===== config.mk =====
export PLATFORM = sky130hd
export DESIGN_NAME = phi_edge_driver_flat
export DESIGN_NICKNAME = d
export VERILOG_FILES = /design/src/rtl/phi_edge_if.sv /design/src/rtl/phi_edge_driver.sv /design/src/flat_wrapper.sv
export SDC_FILE = /design/constraint.sdc
export NUM_CORES = 1
export LEC_CHECK = 0
export BUFFER_PORTS_ARGS = -buffer_cell sky130_fd_sc_hd__buf_2
export CAP_MARGIN = 15
export CORE_MARGIN = 2
export CORE_UTILIZATION = 35
export CTS_BUF_LIST = sky130_fd_sc_hd__clkbuf_8
export DETAILED_ROUTE_END_ITERATION = 8
export GPL_ROUTABILITY_DRIVEN = 0
export GPL_TIMING_DRIVEN = 0
export PLACE_DENSITY = 0.6
export SLEW_MARGIN = 20
export SYNTH_ARGS = -nofsm -noshare
export SYNTH_HDL_FRONTEND = slang
export SYNTH_SLANG_ARGS = --single-unit

===== constraint.sdc =====
create_clock -name clk -period 2.3 [get_ports clk]
set_clock_uncertainty 0.15 [all_clocks]
set_input_delay 0.115 -clock clk [delete_from_list [all_inputs] [get_ports clk]]
set_output_delay 0.115 -clock clk [all_outputs]
set_load 0.1 [all_outputs]

===== src/rtl/phi_edge_if.sv =====
// phi_edge_if: predecessor-side PHI edge bundle (fire/cond/value in, tagged edges and status out)
interface phi_edge_if #(
    parameter int W  = 32,
    parameter int CW = 16
);
    logic          enable;
    logic          cond;
    logic [W-1:0]  value;
    logic          ack_true;
    logic          ack_false;
    logic [W:0]    edge_true;
    logic [W:0]    edge_false;
    logic          start_true;
    logic          start_false;
    logic          busy;
    logic          overrun;
    logic [CW-1:0] cnt_true;
    logic [CW-1:0] cnt_false;

    modport master (
        input  enable, cond, value, ack_true, ack_false,
        output edge_true, edge_false, start_true, start_false, busy, overrun, cnt_true, cnt_false
    );

    modport slave (
        output enable, cond, value, ack_true, ack_false,
        input  edge_true, edge_false, start_true, start_false, busy, overrun, cnt_true, cnt_false
    );
endinterface


===== src/rtl/phi_edge_driver.sv =====
// phi_edge_driver: drives a tagged {taken,data} value onto the branch-selected PHI edge until acked
module phi_edge_driver #(
    parameter int ParamBitWidth   = 32,
    parameter bit ParamUncond     = 1'b0,
    parameter int ParamCountWidth = 16
) (
    input  logic           clk,
    input  logic           rst_n,
    phi_edge_if.master     bus
);
    typedef enum logic {IDLE, HOLD} state_t;
    localparam logic [ParamCountWidth-1:0] one_cnt = ParamCountWidth'(1);

    state_t                     state_q, state_d;
    logic                       sel_q, sel_d;
    logic [ParamBitWidth-1:0]   data_q, data_d;
    logic                       start_q, overrun_q, overrun_d;
    logic [ParamCountWidth-1:0] cnt_t_q, cnt_t_d, cnt_f_q, cnt_f_d;
    logic                       hold, ack_sel, load, new_sel;

    always_comb begin
        hold      = state_q == HOLD;
        ack_sel   = sel_q ? bus.ack_true : bus.ack_false;
        new_sel   = ParamUncond ? 1'b1 : bus.cond;
        load      = bus.enable && (!hold || ack_sel);
        state_d   = load ? HOLD : (hold && ack_sel) ? IDLE : state_q;
        sel_d     = load ? new_sel : sel_q;
        data_d    = load ? bus.value : data_q;
        overrun_d = overrun_q || (hold && bus.enable && !ack_sel);
        cnt_t_d   = (load && new_sel && !(&cnt_t_q)) ? cnt_t_q + one_cnt : cnt_t_q;
        cnt_f_d   = (load && !new_sel && !(&cnt_f_q)) ? cnt_f_q + one_cnt : cnt_f_q;
    end

    always_ff @(posedge clk or negedge rst_n) begin
        if (!rst_n) begin
            state_q   <= IDLE;
            sel_q     <= 1'b0;
            data_q    <= '0;
            start_q   <= 1'b0;
            overrun_q <= 1'b0;
            cnt_t_q   <= '0;
            cnt_f_q   <= '0;
        end else begin
            state_q   <= state_d;
            sel_q     <= sel_d;
            data_q    <= data_d;
            start_q   <= load;
            overrun_q <= overrun_d;
            cnt_t_q   <= cnt_t_d;
            cnt_f_q   <= cnt_f_d;
        end
    end

    // Outputs decode registered state only; async reset clears them at once.
    assign bus.edge_true   = (hold && sel_q) ? {1'b1, data_q} : '0;
    assign bus.edge_false  = (hold && !sel_q && !ParamUncond) ? {1'b1, data_q} : '0;
    assign bus.start_true  = start_q && sel_q;
    assign bus.start_false = start_q && !sel_q && !ParamUncond;
    assign bus.busy        = hold;
    assign bus.overrun     = overrun_q;
    assign bus.cnt_true    = cnt_t_q;
    assign bus.cnt_false   = ParamUncond ? '0 : cnt_f_q;
endmodule

===== src/flat_wrapper.sv =====
// flat-port wrapper written by rule: the top's interface ports become plain ports
module phi_edge_driver_flat 
#(
    parameter int ParamBitWidth   = 32,
    parameter bit ParamUncond     = 1'b0,
    parameter int ParamCountWidth = 16
)
  (clk, rst_n, bus_enable, bus_cond, bus_value, bus_ack_true, bus_ack_false, bus_edge_true, bus_edge_false, bus_start_true, bus_start_false, bus_busy, bus_overrun, bus_cnt_true, bus_cnt_false);
  phi_edge_if bus_i ();
  input  logic clk;
  input  logic rst_n;
  input wire logic [$bits(bus_i.enable)-1:0] bus_enable;
  input wire logic [$bits(bus_i.cond)-1:0] bus_cond;
  input wire logic [$bits(bus_i.value)-1:0] bus_value;
  input wire logic [$bits(bus_i.ack_true)-1:0] bus_ack_true;
  input wire logic [$bits(bus_i.ack_false)-1:0] bus_ack_false;
  output wire logic [$bits(bus_i.edge_true)-1:0] bus_edge_true;
  output wire logic [$bits(bus_i.edge_false)-1:0] bus_edge_false;
  output wire logic [$bits(bus_i.start_true)-1:0] bus_start_true;
  output wire logic [$bits(bus_i.start_false)-1:0] bus_start_false;
  output wire logic [$bits(bus_i.busy)-1:0] bus_busy;
  output wire logic [$bits(bus_i.overrun)-1:0] bus_overrun;
  output wire logic [$bits(bus_i.cnt_true)-1:0] bus_cnt_true;
  output wire logic [$bits(bus_i.cnt_false)-1:0] bus_cnt_false;
  assign bus_i.enable = bus_enable;
  assign bus_i.cond = bus_cond;
  assign bus_i.value = bus_value;
  assign bus_i.ack_true = bus_ack_true;
  assign bus_i.ack_false = bus_ack_false;
  assign bus_edge_true = bus_i.edge_true;
  assign bus_edge_false = bus_i.edge_false;
  assign bus_start_true = bus_i.start_true;
  assign bus_start_false = bus_i.start_false;
  assign bus_busy = bus_i.busy;
  assign bus_overrun = bus_i.overrun;
  assign bus_cnt_true = bus_i.cnt_true;
  assign bus_cnt_false = bus_i.cnt_false;
  phi_edge_driver #(.ParamBitWidth(ParamBitWidth), .ParamUncond(ParamUncond), .ParamCountWidth(ParamCountWidth)) u_core (.clk(clk), .rst_n(rst_n), .bus(bus_i));
endmodule

==> summary.md, run 1 <==
| Metric | Value |
|---|---|
| CTS Sinks | `68` |
| Row count | `36` |
| Die span in y | `103 um` |
| Initial Util | `0.356` |
| Min cycle time layout | `2.17 ns` |
| Layout cells sized above 1 | `0.560` |
| Largest net degree at the start of global routing | `39` |
| # fillers | `871` |
| Routed WL | `a little under 10,000 um` |
| Crit Path Class | `reg -> out` |
| Commonest non-fill, non-tap cell in the layout | `buf_2` |
| DRT iter0 DRCs | `84` |
| Number of antenna violations at the first check in global routing | `0` |
| Grt ovf | `0` |
| Seq cells post-synth | `just under 70` |
| Most frequent cells in the layout | `buf_2, dfrtp_1, buf_4` |
| Area Growth Syn to Fin | `51.5%` |
| ANT cells | `0` |
| Io pins | `140` |
| Worst-Skew Late Latency | `between 0.3 and 0.4 ns` |
| Post-Syn Area | `3450 um2` |
| Startpoint type of the worst setup path | `flip-flop` |
| Syn Inst Count | `308` |
| Beginning of the worst hold path | `bus_ack_false` |
| CTS buffer count | `9` |
| Slew @ Worst Pin | `0.555 ns` |
| Outcome | `complete, no violations` |
| Dpl hpwl | `between 6000 and 7000 um` |
| Sequential Power Share | `0.267` |
| CTS tree | `yes` |
| Vias per Instance | `4.88` |
| Maximum clock insertion buffer count | `2` |
| Clock power share | `0.187` |
| Post-synthesis net count | `348` |
| Endpoints failing setup | `0` |
| Reg area | `1730 um2` |
| Max-cap violations | `0` |
| Placed instance area | `4420 um2` |
| Hold Path Class | `in -> reg` |
| GRT Overall Usage | `0.178` |
| WL/cell | `15.4 um` |
| Worst-path fanout max | `10` |
| Critical Path RT | `slightly above 2 ns` |
| Comb power frac | `0.546` |
| Final hold vios | `0` |
| CP arrival | `roughly 1.9 ns` |
| Final Core Density | `0.540` |
| Power per cell area | `around 1100 nW/um2` |
| First-pass GRT wire length | `14,500 um` |
| Clock transition at the registers of the reported paths | `0.08 ns` |
| Multi-input logic area | `1710 um2` |
| DRC viols | `0` |
| Tcrit/Tclk final | `0.941` |
| Worst VDD drop | `938 uV` |
| Design area | `5230 um2` |
| Slew Viols, Final | `0` |
| Sw frac | `0.533` |
| H-tree depth | `3` |
| Hold Slack | `around 0.029 ns` |
| DR vias | `just over 3,000` |
| Crit path launch | `u_core.sel_q$_DFFE_PN0P_` |
| Avg Cell Area, Syn | `11.2 um2` |
| YS warnings | `0` |
| Internal | `0.00280 W` |
| P_sw | `0.00320 W` |
| P_leak | `2.51 nW` |
| Slew margin rel. | `0.630` |
| Distinct cells, synth | `37` |
| Nets | `535` |
| Number of global-route vias before repair | `slightly below 3,000` |
| Final ANT Viol Nets | `0` |
| Fmax | `around 0.46 GHz` |
| Die Width | `103 um` |
| Sequential-to-total area share from yosys stat | `0.493` |
| # port buffers | `139` |
| CP Capture Type | `output pin` |
| CTS root buf | `clkbuf_8` |
| Die area | `10,700 um2` |
| Total core area | `9680 um2` |
| DRT Pass-1 Iters | `4` |
| Reg-to-reg startpoint | `u_core.sel_q$_DFFE_PN0P_` |
critical path, cell delays in order (launching register included):
cell and delay (ns):
dfrtp_1 0.42, clkbuf_2 0.24, nor2b_4 0.21, clkbuf_2 0.24, and2_1 0.16, buf_4 0.29
stage by stage:
| step | power [W] | cells | setup slack [ns] | TNS (ns) |
|---|---|---|---|---|
| after floorplan | 0.00419 | 308 | -0.0899 | -0.809 |
| after global placement | 0.00464 | 580 | -0.200 | -3.81 |
| after detailed placement | 0.00467 | 581 | -0.207 | -4.46 |
| after CTS | 0.00598 | 633 | 0.00120 | 0 |
| after global routing | 0.00624 | 633 | -0.00140 | -0.00140 |
| final | 0.00600 | 633 | 0.135 | 0 |
cell usage after synthesis:
cell / count / area [um2]
clkbuf_1: 14 / 52.6
nor3_1: 1 / 5.00
xor2_1: 1 / 8.76
a211oi_2: 1 / 12.5
mux2i_4: 1 / 22.5
and2_1: 41 / 257
and3_1: 41 / 257
a21oi_2: 2 / 17.5
a31o_2: 1 / 8.76
and4bb_2: 1 / 12.5
a41oi_1: 2 / 17.5
mux2i_1: 1 / 10.0
inv_1: 2 / 7.51
a211oi_1: 1 / 7.51
nand2_1: 7 / 26.3
nand2b_1: 2 / 12.5
mux2_2: 33 / 372
a31oi_1: 2 / 12.5
mux2_1: 1 / 11.3
nand3_1: 13 / 65.1
or4_1: 1 / 7.51
nor2_1: 3 / 11.3
xnor2_1: 26 / 228
a21o_1: 1 / 7.51
buf_4: 3 / 22.5
nand4_2: 1 / 12.5
nor2b_1: 3 / 18.8
nand4b_1: 1 / 8.76
and4_1: 4 / 35.0
ha_1: 2 / 25.0
a21oi_1: 2 / 10.0
buf_1: 2 / 7.51
nand2_4: 1 / 11.3
buf_2: 1 / 5.00
a211oi_4: 1 / 20.0
nand4_1: 20 / 125
dfrtp_1: 68 / 1700
routing by layer:
metal | wire, um | GRT usage | part of all wire
met5 | 0 | 0 | 0
met1 | 4350 | 0.229 | 0.45
met4 | 82 | 0.0425 | 0.0084
met3 | 599 | 0.0491 | 0.061
met2 | 4720 | 0.301 | 0.48
final cells by class:
cell class / instances / area share
multi-input combinational: 218 / 0.327
tap: 133 / 0.0318
sequential: 68 / 0.331
clock buffer: 10 / 0.0263
buffer: 20 / 0.0191
inverter: 2 / 0.00144
timing repair buffer: 176 / 0.246
clock inverter: 6 / 0.0167
final timing paths:
check | to | slack [ns] | cells past startpoint
setup reg to reg | u_core.data_q[2]$_DFFE_PN0P_ | 0.19 | 5
hold / removal | u_core.bus.busy$_DFFE_PN0P_ | 0.03 | 4
setup / recovery | bus_edge_false[22] | 0.13 | 5
min in group asynchronous | u_core.data_q[15]$_DFFE_PN0P_ | 0.09 | 2
max in group asynchronous | u_core.bus.cnt_false[3]$_DFFE_PN0P_ | 1.34 | 3
hold reg to reg | u_core.bus.overrun$_DFF_PN0_ | 0.33 | 1
state kept, by name (all words and copies together) (netlist names):
signal and cells:
u_core.bus.overrun 1, u_core.bus.cnt_false 16, u_core.sel_q 1, u_core.bus.cnt_true 16, u_core.start_q 1, u_core.data_q 32
u_core.bus.busy 1
cells by family (layout without fill, tap and decap cells):
family	count (synthesis)	count (layout)	share of synthesized area
compound gates	13	13	0.0330
xor+xnor	27	27	0.0685
fa+ha+maj	2	2	0.00725
buf+inv	22	214	0.0275
flops	68	68	0.493
mux	36	36	0.120
simple gates	140	140	0.250
power groups by stage:
stage | Sequential (W) | Combinational (W) | Clock, W
2_1_floorplan | 0.00217 | 0.00201 | 0
3_3_place_gp | 0.00161 | 0.00303 | 0
3_5_place_dp | 0.00162 | 0.00305 | 0
4_1_cts | 0.00160 | 0.00323 | 0.00116
5_1_grt | 0.00164 | 0.00339 | 0.00120
6_report | 0.00160 | 0.00327 | 0.00112
what timing repair did:
item / CTS / global route
gates cloned: 0 / 0
endpoints found under the hold margin: 102 / 0
setup endpoints to repair: 66 / 40
gates resized for setup: 64 / 28
hold buffers: 34 / 0
setup buffers: 2 / 0
(Power assumes the default switching activity.)
==> run 2: changes to the inputs <==
CORE_UTILIZATION = 46   (was 35)
PLACE_DENSITY = 0.76   (was 0.6)
==> summary.md, run 2 (synthesized netlist as in run 1, its figures left out) <==
| Metric | Value |
|---|---|
| Outcome | `complete, no violations` |
| Worst-path fanout max | `10 (unchanged)` |
| GRT Overall Usage | `0.225 (+0.0467)` |
| Most frequent cells in the layout | `buf_2, buf_4, dfrtp_1` |
| Die Width | `90.6 um (-12%)` |
| WL/cell | `15.4 um (about the same)` |
| Layout cells sized above 1 | `0.544 (-0.0158)` |
| Slew Viols, Final | `0 (unchanged)` |
| Grt ovf | `0 (unchanged)` |
| PnR Total Power | `0.00566 W (-5.6%)` |
| Row count | `31 (-14%)` |
| Area Growth Syn to Fin | `46.2%` |
| Maximum clock insertion buffer count | `2 (unchanged)` |
| # port buffers | `139 (unchanged)` |
| Max FFs per register | `32 (unchanged)` |
| Critical Path RT | `2.04 ns (about the same)` |
| Metal-1 WL | `3900 um (-10%)` |
| Worst VDD drop | `1210 uV (+29%)` |
| Sequential Power Share | `0.283 (+0.016)` |
| Startpoint type of the worst setup path | `flip-flop` |
| H-tree depth | `3 (unchanged)` |
| Vias per Instance | `5.14 (+5.3%)` |
| Power per cell area | `1120 nW/um2 (-2.1%)` |
| Number of antenna violations at the first check in global routing | `0 (unchanged)` |
| CP arrival | `1.97 ns (+0.07 ns)` |
| Comb power frac | `0.565 (+0.019)` |
| ANT cells | `0 (unchanged)` |
| # Post-CTS Setup Buffers | `0 (-2)` |
| Sw frac | `0.550 (+0.0171)` |
| Final hold vios | `0 (unchanged)` |
| Crit Path Class | `reg -> out` |
| Largest Register | `u_core.data_q` |
| Slew margin rel. | `0.664 (+0.0336)` |
| Worst-Skew Late Latency | `0.34 ns (about the same)` |
| Routed WL | `9190 um (-5.8%)` |
| Clock power share | `0.152 (-0.035)` |
| Total core area | `7250 um2 (-25%)` |
| Slew @ Worst Pin | `0.504 ns (-0.0504 ns)` |
| Nets | `533 (-0.37%)` |
| Initial Util | `0.476 (+0.119)` |
| DRT Pass-1 Iters | `4 (unchanged)` |
| CTS tree | `yes` |
| DR vias | `3,066 (-0.65%)` |
| P_sw | `0.00312 W (-2.5%)` |
| First-pass GRT wire length | `14,800 um (+1.8%)` |
| Final Core Density | `0.696 (+0.156)` |
| Min cycle time layout | `2.23 ns (+0.0689 ns)` |
| Fmax | `0.448 GHz (-3.1%)` |
| Internal | `0.00255 W (-9.0%)` |
| CTS buffer count | `9 (unchanged)` |
| Number of global-route vias before repair | `2,998 (+3.7%)` |
| Largest net degree at the start of global routing | `36 (-7.7%)` |
| Metal3 WL | `471 um (-21%)` |
| Final ANT Viol Nets | `0 (unchanged)` |
| Tcrit/Tclk final | `0.971 (+0.0299)` |
| P_leak | `2.47 nW (-1.6%)` |
| Clock transition at the registers of the reported paths | `0.07 ns (about the same)` |
| Die span in y | `90.6 um (-12%)` |
| Setup TNS | `0 ns (unchanged)` |
| Endpoints failing setup | `0 (unchanged)` |
| Die area | `8210 um2 (-23%)` |
| DR top layer | `met4` |
| CTS Sinks | `68 (unchanged)` |
| Dpl hpwl | `6060 um (-9.3%)` |
| Met2 wire len | `4680 um (-0.87%)` |
| DRT iter0 DRCs | `67 (-20%)` |
| DRC viols | `0 (unchanged)` |
| CP Capture Type | `output pin` |
| Io pins | `140 (unchanged)` |
| CTS root buf | `clkbuf_8` |
| Commonest non-fill, non-tap cell in the layout | `buf_2` |
| Hold Path Class | `in -> reg` |
| Max-cap violations | `0 (unchanged)` |
-- run 2: through the flow --
step	hold slack [ns]	std cells	setup slack [ns]	instance area, um2
CTS	0.0289	597	0.000230	5010
detailed placement	-0.0556	547	-0.0709	4380
finish	0.0297	597	0.0658	5050
global placement	0.198	546	-0.0675	4350
floorplan	-0.331	308	-0.0899	3530
global route	0.0596	597	-0.00271	5050
-- run 2: final cells by class --
class                      instances  area [um2]
fill                             552        2210
sequential                        68        1730
multi-input combinational        218        1710
timing repair buffer             174        1200
clock buffer                      11         151
tap                               99         124
buffer                            20        95.1
clock inverter                     5        21.3
inverter                           2        7.51
-- run 2: power by group through the flow --
stage | clock network, W | logic (W) | registers, W
floorplan | 0 | 0.00201 | 0.00217
global placement | 0 | 0.00301 | 0.00160
detailed placement | 0 | 0.00304 | 0.00162
CTS | 0.000883 | 0.00318 | 0.00160
global route | 0.000932 | 0.00331 | 0.00164
finish | 0.000861 | 0.00320 | 0.00160
-- run 2: worst paths after layout --
check | cells past startpoint | startpoint | end | slack [ns]
min in group asynchronous | 2 | rst_n | u_core.bus.cnt_false[9]$_DFFE_PN0P_ | 0.11
worst max-delay path | 4 | u_core.bus.busy$_DFFE_PN0P_ | bus_edge_true[4] | 0.07
worst max register to register | 6 | u_core.bus.cnt_true[0]$_DFFE_PN0P_ | u_core.bus.cnt_true[1]$_DFFE_PN0P_ | 0.22
max in group asynchronous | 3 | rst_n | u_core.bus.cnt_true[11]$_DFFE_PN0P_ | 1.34
worst min register to register | 1 | u_core.bus.overrun$_DFF_PN0_ | u_core.bus.overrun$_DFF_PN0_ | 0.33
worst min-delay path | 4 | bus_ack_false | u_core.bus.busy$_DFFE_PN0P_ | 0.03
-- run 2: what timing repair did --
action,4_1_cts,5_1_grt
gates resized for setup,49,17
hold endpoints to repair,102,0
hold buffers,34,0
setup endpoints to repair,64,33
-- run 2: critical path, stage by stage (launching register included) --
cell and delay, ns:
dfrtp_2 0.40, buf_2 0.28, clkbuf_1 0.30, and3_2 0.24, buf_2 0.42
-- run 2: layer usage --
metal | vias up | GRT usage
met4 | 0 | 0.0885
met5 | - | 0
li1 | 1468 | -
met3 | 16 | 0.0492
met2 | 110 | 0.388
met1 | 1472 | 0.275
